<file path="config.mk">
export PLATFORM = sky130hd
export DESIGN_NAME = lsu
export DESIGN_NICKNAME = d
export VERILOG_FILES = /design/src/rtl/lsu.sv
export SDC_FILE = /design/constraint.sdc
export NUM_CORES = 1
export LEC_CHECK = 0
export CORE_ASPECT_RATIO = 0.5
export CORE_MARGIN = 5
export CORE_UTILIZATION = 65
export DETAILED_ROUTE_END_ITERATION = 8
export DONT_BUFFER_PORTS = 1
export MAX_ROUTING_LAYER = met4
export PLACE_DENSITY = 0.85
export SYNTH_ARGS = -nofsm -noshare
export SYNTH_HDL_FRONTEND = slang
export SYNTH_SLANG_ARGS = --single-unit
export TNS_END_PERCENT = 20
</file>
<file path="constraint.sdc">
create_clock -name clk -period 3.5 [get_ports clk]
set_input_delay 0.175 -clock clk [delete_from_list [all_inputs] [get_ports clk]]
set_output_delay 0.175 -clock clk [all_outputs]
set_load 0.01 [all_outputs]
</file>
<file path="src/rtl/lsu.sv">
// Load/store unit: alignment check, byte-lane steering and a req/ack bus
// transaction with timeout, returning extended load data to writeback.
module lsu #(
    parameter int unsigned TIMEOUT = 255
) (
    input  logic        clk,
    input  logic        rst_n,
    input  logic        req_valid,
    output logic        req_ready,
    input  logic        req_write,
    input  logic [2:0]  req_load_op,
    input  logic [2:0]  req_store_op,
    input  logic [31:0] req_addr,
    input  logic [31:0] req_wdata,
    output logic        resp_valid,
    output logic [31:0] resp_rdata,
    output logic        resp_misalign,
    output logic        resp_err,
    output logic        bus_req,
    output logic        bus_we,
    output logic [31:0] bus_addr,
    output logic [3:0]  bus_be,
    output logic [31:0] bus_wdata,
    input  logic        bus_ack,
    input  logic [31:0] bus_rdata
);

    localparam int unsigned CW = 8;

    typedef enum logic [1:0] {IDLE, BUS, RESP} state_t;
    typedef enum logic [1:0] {SZ_B, SZ_H, SZ_W} size_t;

    state_t         state_q, state_d;
    size_t          size_q, size_d, in_size;
    logic           sgn_q, sgn_d, in_sgn, in_misalign;
    logic [1:0]     lane_q, lane_d;
    logic [CW-1:0]  cnt_q, cnt_d;
    logic [3:0]     in_be;
    logic [31:0]    in_wdata, ext_data;
    logic [7:0]     byte_sel;
    logic [15:0]    half_sel;
    logic           req_ready_d, resp_valid_d, resp_misalign_d, resp_err_d;
    logic           bus_req_d, bus_we_d;
    logic [31:0]    resp_rdata_d, bus_addr_d, bus_wdata_d;
    logic [3:0]     bus_be_d;

    // Request decode: size, signedness, alignment, enables and lane-replicated data
    always_comb begin
        in_size = SZ_W;
        in_sgn  = 1'b0;
        if (req_write) begin
            case (req_store_op)
                3'd0:    in_size = SZ_B;
                3'd1:    in_size = SZ_H;
                default: in_size = SZ_W;
            endcase
        end else begin
            case (req_load_op)
                3'd0:    begin in_size = SZ_B; in_sgn = 1'b1; end
                3'd1:    begin in_size = SZ_H; in_sgn = 1'b1; end
                3'd4:    in_size = SZ_B;
                3'd5:    in_size = SZ_H;
                default: in_size = SZ_W;
            endcase
        end
        in_misalign = ((in_size == SZ_H) && req_addr[0]) ||
                      ((in_size == SZ_W) && (req_addr[1:0] != 2'b00));
        case (in_size)
            SZ_B: begin
                in_be    = 4'b0001 << req_addr[1:0];
                in_wdata = {4{req_wdata[7:0]}};
            end
            SZ_H: begin
                in_be    = req_addr[1] ? 4'b1100 : 4'b0011;
                in_wdata = {2{req_wdata[15:0]}};
            end
            default: begin
                in_be    = 4'b1111;
                in_wdata = req_wdata;
            end
        endcase
    end

    // Load extraction from the returned word
    always_comb begin
        byte_sel = bus_rdata[{lane_q, 3'b000} +: 8];
        half_sel = bus_rdata[{lane_q[1], 4'b0000} +: 16];
        case (size_q)
            SZ_B:    ext_data = sgn_q ? {{24{byte_sel[7]}}, byte_sel} : {24'b0, byte_sel};
            SZ_H:    ext_data = sgn_q ? {{16{half_sel[15]}}, half_sel} : {16'b0, half_sel};
            default: ext_data = bus_rdata;
        endcase
    end

    // Next-state and registered-output logic
    always_comb begin
        state_d         = state_q;
        size_d          = size_q;
        sgn_d           = sgn_q;
        lane_d          = lane_q;
        cnt_d           = cnt_q;
        bus_req_d       = bus_req;
        bus_we_d        = bus_we;
        bus_addr_d      = bus_addr;
        bus_be_d        = bus_be;
        bus_wdata_d     = bus_wdata;
        resp_valid_d    = 1'b0;
        resp_misalign_d = 1'b0;
        resp_err_d      = 1'b0;
        resp_rdata_d    = 32'b0;
        case (state_q)
            IDLE: begin
                if (req_valid && req_ready) begin
                    size_d = in_size;
                    sgn_d  = in_sgn;
                    lane_d = req_addr[1:0];
                    if (in_misalign) begin
                        state_d         = RESP;
                        resp_valid_d    = 1'b1;
                        resp_misalign_d = 1'b1;
                    end else begin
                        state_d     = BUS;
                        cnt_d       = CW'(0);
                        bus_req_d   = 1'b1;
                        bus_we_d    = req_write;
                        bus_addr_d  = {req_addr[31:2], 2'b00};
                        bus_be_d    = in_be;
                        bus_wdata_d = in_wdata;
                    end
                end
            end
            BUS: begin
                if (bus_ack || (cnt_q == CW'(TIMEOUT - 1))) begin
                    state_d      = RESP;
                    resp_valid_d = 1'b1;
                    resp_err_d   = !bus_ack;
                    resp_rdata_d = (bus_ack && !bus_we) ? ext_data : 32'b0;
                    bus_req_d    = 1'b0;
                    bus_we_d     = 1'b0;
                    bus_addr_d   = 32'b0;
                    bus_be_d     = 4'b0;
                    bus_wdata_d  = 32'b0;
                end else begin
                    cnt_d = cnt_q + CW'(1);
                end
            end
            RESP:    state_d = IDLE;
            default: state_d = IDLE;
        endcase
        req_ready_d = (state_d == IDLE);
    end

    always_ff @(posedge clk or negedge rst_n) begin
        if (!rst_n) begin
            state_q       <= IDLE;
            size_q        <= SZ_W;
            sgn_q         <= 1'b0;
            lane_q        <= 2'b0;
            cnt_q         <= CW'(0);
            req_ready     <= 1'b1;
            resp_valid    <= 1'b0;
            resp_misalign <= 1'b0;
            resp_err      <= 1'b0;
            resp_rdata    <= 32'b0;
            bus_req       <= 1'b0;
            bus_we        <= 1'b0;
            bus_addr      <= 32'b0;
            bus_be        <= 4'b0;
            bus_wdata     <= 32'b0;
        end else begin
            state_q       <= state_d;
            size_q        <= size_d;
            sgn_q         <= sgn_d;
            lane_q        <= lane_d;
            cnt_q         <= cnt_d;
            req_ready     <= req_ready_d;
            resp_valid    <= resp_valid_d;
            resp_misalign <= resp_misalign_d;
            resp_err      <= resp_err_d;
            resp_rdata    <= resp_rdata_d;
            bus_req       <= bus_req_d;
            bus_we        <= bus_we_d;
            bus_addr      <= bus_addr_d;
            bus_be        <= bus_be_d;
            bus_wdata     <= bus_wdata_d;
        end
    end

endmodule

</file>
Word-level counts from Yosys, hierarchy flattened
Cells that the tools add are included.

Flip-flop bits (word level): 121. Logic and storage cells: 101.

Add/sub/neg operators: 1. Equality and inequality tests: 13. Shifts and indexed selects: 3. Multiplexer cells: 47. Reduce and logical (&&, ||, !) cells: 22.

Operators by type and width (number): $mux 32 (10); $pmux 32 s2 (4); $shiftx 32x6->16 (1); $shiftx 32x6->8 (1); $mux 8 (3); $mux 4 (4); $pmux 4 s2 (2); $pmux 8 s2 (1); $mux 1 (13); $pmux 2 s2 (3); $add 8x1->8 const B (1); $eq 8x8->1 const B (1); $logic_not 2->1 (4); $mux 2 (4); $ne 2x2->1 const B (4); $reduce_and 4->1 (2); $eq 2x1->1 const B (3); $eq 3x1->1 const B (2); $eq 3x3->1 const B (2); $logic_not 3->1 (2); $pmux 1 s2 (3); $reduce_or 2->1 (3); $logic_and 1x1->1 (4); $reduce_bool 2->1 (2); 5 further kinds (7).

Logic depth before layout (Yosys ltp)
Gate-level depths: netlist (run 1).

Depth in word-level cells: 11. Gate-level depth with buffers: 8.

Least setup slack after synthesis (run 1)
Ideal clock, no wire load.

Kind: reg-to-reg. Start point: register cnt_q[0]. End point: register bus_wdata[24]. Library setup time: 0.079 ns. Arrival: 1.835 ns. Path slack: 1.586 ns. Cell stages (with the launch flop): 9. Cell sequence: dfrtp_1 > inv_1 > ha_1 > nand4_1 > o21bai_1 > a211oi_1 > buf_2 > buf_2 > o2bb2ai_1.

Longest elaborated chain between the ends: 4.

Ends and longest elaborated chain: start: declaration (RTL line 37) `logic [CW-1:0] cnt_q, cnt_d;`; start signal: assignment (RTL line 175) `cnt_q <= cnt_d;`; $eq 8x8->1 (RTL line 133) `if (bus_ack || (cnt_q == CW'(TIMEOUT - 1))) begin`; $logic_or 1x1->1 (RTL line 133); $ne 2x2->1 (no source line); $reduce_and 4->1 (no source line); end signal: assignment (RTL line 185) `bus_wdata <= bus_wdata_d;`; end: declaration (RTL line 23) `output logic [31:0] bus_wdata,`.

No other way between the ends. A chain may end at the register's enable or synchronous reset.

Worst setup path after layout (run 1)
Start point: register state_q[1]. End point: register resp_rdata[24].

Longest elaborated chain between the ends: 2.

Ends and longest elaborated chain: start: declaration (RTL line 33) `state_t state_q, state_d;`; start signal: assignment (RTL line 171) `state_q <= state_d;`; $eq 2x1->1 (RTL line 111) `case (state_q)`; $mux 32 (RTL line 111); named net resp_rdata_d[24] (RTL line 44) `logic [31:0] resp_rdata_d, bus_addr_d, bus_wdata_d;`; end signal: assignment (RTL line 180) `resp_rdata <= resp_rdata_d;`; end: declaration (RTL line 16) `output logic [31:0] resp_rdata,`.

The timed path passes the listed nets, and every way through them passes these cells.

==> results.md, run 1 <==
- Tcrit/Tclk final: 0.7925
- Post-route clock skew: 0.008232 ns
- Largest net degree at the start of global routing: 120
- Area of the core: 0.007460 mm^2
- Fin area: 0.006610 mm^2
- DR WL/cell: 27.91 um
- Crit-path cells: and2b_1 -> nand3b_1 -> a2111oi_4 -> a21o_1
- Syn Inst Count: 418
- Initial antenna violation count: 0
- R2R Path Start: state_q[1]
- Leakage: 3.081 nW
- Fill cells: 313
- Final hold vios: 0
- Clk pin slew, worst setup/hold paths: 0.06 ns
- CP endpoint kind: flip-flop
- Hold Path Sink: bus_wdata[21]
- Max-cap violations: 0
- Layout area overhead: 30.41%
- Synth warn: 0
- Detailed Routing Iterations Pass 1: 5
- Number of diodes: 0
- # IOs: 213
- Flop2flop setup slack: 0.73 ns
- Mapped cell area: 0.005069 mm^2
- VDD IR max: 0.5633 mV
- Syn avg cell area: 12.13 um^2
- FF-to-FF End: resp_rdata[24]
- Die X: 134.9 um
- HP Class: input pin to flip-flop
- Top FF cell, synth: dfrtp_1
- DP Wirelength: 9.897 mm
- GPL Wtd Cong: 0.9093
- Final Power: 0.005557 W
- Max frequency: 360.5 MHz
- WHS: 0.004010 ns
- Antenna violation net count after detailed routing: 0
- Post-layout nets: 607
- Initial Util: 0.6795
- Postcts setup bufs: 0
- Register area share after synthesis: 0.5880
- CP arrival: 3.11 ns
- Crit-path max FO: 18
- Vias/cell: 7.034
- Pwr per Cell Area: 840.6 mW/mm^2
- Leading cell type in the layout, fill and taps excluded: dfrtp_1
- Minimum clock period: 2.774 ns
- Hold path startpoint: req_wdata[21]
- Post-synth EDFFs: 0
- Clk root buf: clkbuf_16
- Clk_lat worst skew: 0.41 ns
- CTS max path bufs: 2
- # setup viols final: 0
- Proportion of layout cells with a drive suffix above 1: 0.08806
- Crit path kind: flip-flop to flip-flop
- H-tree levels: 4
- Most frequent cells in the layout: dfrtp_1, dlygate4sd3_1, a22o_1
- Slew headroom: 0.2952
- Max incr delay on CP: 1.16 ns
- Slew Limit Fails: 0
- Setup TNS: 0 ns
- Worst Max-Slew Pin Slew: 1.051 ns
- Async SR Flop Fraction: 1.000
- Outcome: complete, no violations
- Global Route Usage Sum: 0.3639
- Die area: 0.009771 mm^2
- Area after DPL: 0.005096 mm^2
- Synth cell types: 56
- R2R depth: 4
- CTS tree: yes
- Total number of vias: 4354
- CTS Buf Count: 17
- Required @ worst endpoint: 3.84 ns
- CTS sink count: 119
- Flops & latches, synth: 119
- Vertical die dimension: 72.44 um
- Startpoint type of the worst setup path: flip-flop
- Initial DRC count: 501
- Drt total wl: 17.28 mm
- Unrepaired setup endpoints after global routing: false
- Vias in the first global route: 4416
- Port bufs: 0
- First-pass GRT wire length: 25.96 mm
- WHS Path Cells: 2
- Rows: 22
- CP max stage cell: a2111oi_4
- Drt drc: 0
- Gr ovfl total: 0
[worst max-delay path by stage]
stage | from | endpoint | slack, ns | depth (start not counted)
floorplan | cnt_q[0] | bus_wdata[24] | 1.59 | 8
global placement | state_q[1] | resp_rdata[22] | 1.12 | 4
detailed placement | state_q[1] | resp_rdata[18] | 0.98 | 4
CTS | state_q[1] | resp_rdata[25] | 0.93 | 4
global route | state_q[1] | resp_rdata[29] | 0.66 | 4
finish | state_q[1] | resp_rdata[24] | 0.73 | 4
[state kept, by name (all words and copies together), names as in the netlist]
register       count
resp_rdata        32
size_q             2
resp_valid         1
bus_be             4
bus_wdata         32
lane_q             2
resp_err           1
bus_addr          30
bus_req            1
req_ready          1
state_q            2
resp_misalign      1
sgn_q              1
cnt_q              8
bus_we             1
[cell families (layout without fill, tap and decap cells)]
logic type | after synthesis | after routing | synth area share
AOI/OAI and AO/OA | 154 | 154 | 0.2449
DFF | 119 | 119 | 0.5880
and+or+nand+nor | 76 | 76 | 0.07455
buffers and inverters | 44 | 136 | 0.04172
muxes | 18 | 18 | 0.03826
xor gates and xnor gates | 4 | 4 | 0.006913
adders and majority gates | 2 | 2 | 0.004936
other | 1 | 2 | 0.0007398
[stage by stage]
stage	setup slack, ns	std cells	util
finish	0.7262	619	0.8861
global route	0.6625	619	0.8861
CTS	0.9284	617	0.8834
detailed placement	0.9795	501	0.6832
global placement	1.120	501	0.6832
floorplan	1.586	419	-
[synth_stat cells, types with 8 or more instances]
library cell    n  area (um^2)
dfrtp_1       117         2928
a22o_1         41        359.1
nand2_1        30        112.6
o2bb2ai_1      26        227.7
o21ai_0        22        110.1
a21o_1         17        127.6
nor2_1         17        63.81
mux2i_1        16        160.2
inv_1          14        52.55
clkbuf_1       13        48.80
buf_2          10        50.05
a221oi_1        9        78.83
o221ai_1        8        70.07
[repair_timing]
action | CTS | global route
resized for setup | 0 | 0
hold endpoints to repair | 202 | 1
hold buffers | 84 | 2
setup endpoints to repair | 0 | 0
[report_power, final]
| group | switching [W] | internal, W |
|---|---|---|
| Clock | 0.000637 | 0.00126 |
| Sequential | 0.000640 | 0.00181 |
| Combinational | 0.000678 | 0.000535 |
[cell type report]
cell class                      instances  area, um^2  area share
Sequential cell                       119        2980      0.4509
Multi-Input combinational cell        256        1898      0.2871
Timing Repair Buffer                   90       908.4      0.1374
Clock buffer                           18       429.2     0.06493
Clock inverter                         14       206.4     0.03123
Tap cell                              108       135.1     0.02044
Inverter                               14       52.55    0.007950
[metal layers]
layer	GRT usage	up-vias	part of all wire
li1	-	1753	-
met1	0.4001	2117	0.33
met2	0.6038	407	0.50
met3	0.1343	77	0.13
met4	0.1603	0	0.038
met5	-	-	0
[critical path, delay by kind of cell (launching register included)]
kind,cells,cell delay [ns]
AOI/OAI and AO/OA,2,1.33
and+or+nand+nor,2,0.96
DFF,1,0.41
Note: power is estimated with default switching activity, not from simulation.
==> run 2, diff against run 1 <==
CORE_UTILIZATION = 57   (was 65)
PLACE_DENSITY = 0.79   (was 0.85)
clock period = 2.5 ns   (was 3.5 ns; I/O delays follow)
==> results.md, run 2 (synthesized netlist as in run 1, its figures left out) <==
- Outcome: finished, violations left
- Failing checks: negative hold slack
- Post-CTS sizing: 0 (unchanged)
- R2R depth: 6 (+2)
- Largest regs: bus_wdata x32, resp_rdata x32, bus_addr x30
- R2R Path Start: req_ready
- Die area: 0.01099 mm^2 (+13%)
- Die X: 143.4 um (+6.3%)
- Fin area: 0.006808 mm^2 (+3.0%)
- CP arrival: 2.56 ns (-0.55 ns)
- Seq. cell area: 0.002980 mm^2 (unchanged)
- CP max stage cell: dfstp_2
- Drt drc: 0 (unchanged)
- CP dominant cell by count: buf_4
- Port bufs: 0 (unchanged)
- Fill cells: 467 (+49%)
- Layout Cells excl Fill: 650 (+5.0%)
- WHS: -0.6005 ns (-0.6045 ns)
- Cells after DPL: 520 (+3.8%)
- Area after DPL: 0.005195 mm^2 (+1.9%)
- Slew headroom: 0.4002 (+0.1050)
- Clk_lat worst skew: 0.42 ns (about the same)
- # IOs: 213 (unchanged)
- Max-cap violations: 0 (unchanged)
- CP Launch Point: req_ready
- CTS Buf Count: 17 (unchanged)
- Drt total wl: 16.03 mm (-7.2%)
- Initial Util: 0.5841 (-0.09542)
- Slew Limit Fails: 0 (unchanged)
- Startpoint type of the worst setup path: flip-flop
- Minimum clock period: 2.218 ns (-0.5558 ns)
- Global Route Usage Sum: 0.2975 (-0.06641)
- Setup TNS: 0 ns (unchanged)
- Total number of vias: 4300 (-1.2%)
- VDD IR max: 0.6045 mV (+7.3%)
- Leading cell type in the layout, fill and taps excluded: dfrtp_1
- Pwr per Cell Area: 1128 mW/mm^2 (+34%)
- Unrepaired setup endpoints after global routing: false
- Crit-path max FO: 38 (+20)
- Vias in the first global route: 4404 (-0.27%)
- First-pass GRT wire length: 24.59 mm (-5.3%)
- Final hold vios: 119 (+119)
- Area of the multi-input gates: 0.001898 mm^2 (unchanged)
- Hold_buf cts: 98 (+17%)
- Vias/cell: 6.615 (-6.0%)
- Largest net degree at the start of global routing: 120 (unchanged)
- GPL Wtd Cong: 0.8755 (-3.7%)
- Flop2flop setup slack: 0.28 ns (-0.44 ns)
- Clk root buf: clkbuf_16
- Detailed Routing Iterations Pass 1: 6 (+1)
- Crit path kind: flip-flop to flip-flop
- Worst Max-Slew Pin Slew: 0.8997 ns (-0.1517 ns)
- Number of diodes: 0 (unchanged)
- Layout area overhead: 34.31%
- CTS sink count: 119 (unchanged)
- Required @ worst endpoint: 2.85 ns (-0.99 ns)
- # setup viols final: 0 (unchanged)
- Initial DRC count: 346 (-31%)
- Vertical die dimension: 76.68 um (+5.9%)
- Antenna violation net count after detailed routing: 0 (unchanged)
- Most frequent cells in the layout: dfrtp_1, dlygate4sd3_1, a22o_1
- Gr ovfl total: 0 (unchanged)
- CTS max path bufs: 2 (unchanged)
- Rows: 24 (+9.1%)
- End point of the critical path: bus_addr[14]
- Leakage: 3.157 nW (+2.5%)
- Clk pin slew, worst setup/hold paths: 0.06 ns (about the same)
- DR WL/cell: 24.67 um (-12%)
- HP Class: input pin to async pin
- Post-layout nets: 629 (+3.6%)
- Post-route clock skew: 0.01057 ns (+0.002336 ns)
- Postcts setup bufs: 0 (unchanged)
- CTS tree: yes
- Initial antenna violation count: 0 (unchanged)
- Proportion of layout cells with a drive suffix above 1: 0.09944 (+0.01137)
- FF-to-FF End: bus_addr[14]
- Tcrit/Tclk final: 0.8872 (+0.09467)
- DP Wirelength: 9.890 mm (about the same)
- Max frequency: 450.9 MHz (+25%)
- CP endpoint kind: flip-flop
- Max incr delay on CP: 0.57 ns (-0.59 ns)
- Crit-path cells: nand4bb_1 -> buf_4 -> a21oi_1 -> or2_1 -> buf_4 -> a22o_1
- H-tree levels: 4 (unchanged)
- Area of the core: 0.008678 mm^2 (+16%)
## run 2: cell types whose count changed in the layout (fill, tap and decap cells not counted), sizes merged
| cell | before | now |
|---|---|---|
| dlygate4sd3 | 85 | 98 |
| bufinv | 5 | 4 |
| clkinv | 6 | 1 |
| clkinvlp | 3 | 5 |
| inv | 14 | 15 |
| clkbuf | 18 | 21 |
| buf | 5 | 14 |
## run 2: stage by stage
stage	worst slack [ns]	total power, W	util
floorplan	0.5859	0.004359	-
global placement	0.4607	0.004732	0.5986
detailed placement	0.3476	0.004847	0.5986
CTS	0.3467	0.007625	0.7845
global route	0.2016	0.008006	0.7845
finish	0.2821	0.007682	0.7845
## run 2: metal layers
layer  routed length, um  vias to the layer above  global-route usage
li1                    -                     1800                   -
met1                5947                     2168              0.3475
met2                7962                      289              0.4925
met3                1779                       43              0.1007
met4                 343                        0             0.08741
met5                   0                        -                   -
## run 2: worst min path at each step
stage                          to  slack (ns)  depth (start not counted)
floorplan            bus_addr[10]       -0.17                          0
finish              bus_wdata[23]       -0.60                          0
CTS                 bus_wdata[23]       -0.61                          0
global placement    bus_wdata[19]       -0.17                          0
detailed placement  bus_wdata[23]       -0.17                          0
global route         bus_wdata[3]       -0.62                          0
## run 2: final cells by class
| class | instances | share of cell area |
|---|---|---|
| clock inverter | 11 | 0.02518 |
| timing repair buffer | 112 | 0.1614 |
| tap | 117 | 0.02150 |
| multi-input combinational | 256 | 0.2788 |
| clock buffer | 21 | 0.06763 |
| inverter | 14 | 0.007719 |
| sequential | 119 | 0.4378 |
## run 2: power breakdown
| part | internal (W) | switching [W] | total [W] |
|---|---|---|---|
| sequential | 0.00253 | 0.000843 | 0.00338 |
| combinational | 0.000817 | 0.000888 | 0.00170 |
| clock | 0.00172 | 0.000878 | 0.00260 |
| total | 0.00507 | 0.00261 | 0.00768 |
## run 2: worst max-delay path: cells and delay by family (launching register included)
| kind | cells | cell delay, ns |
|---|---|---|
| AO/OA/AOI/OAI | 2 | 0.55 |
| AND/OR/NAND/NOR | 2 | 0.40 |
| buffers and inverters | 2 | 0.61 |
| flip-flops | 1 | 0.57 |
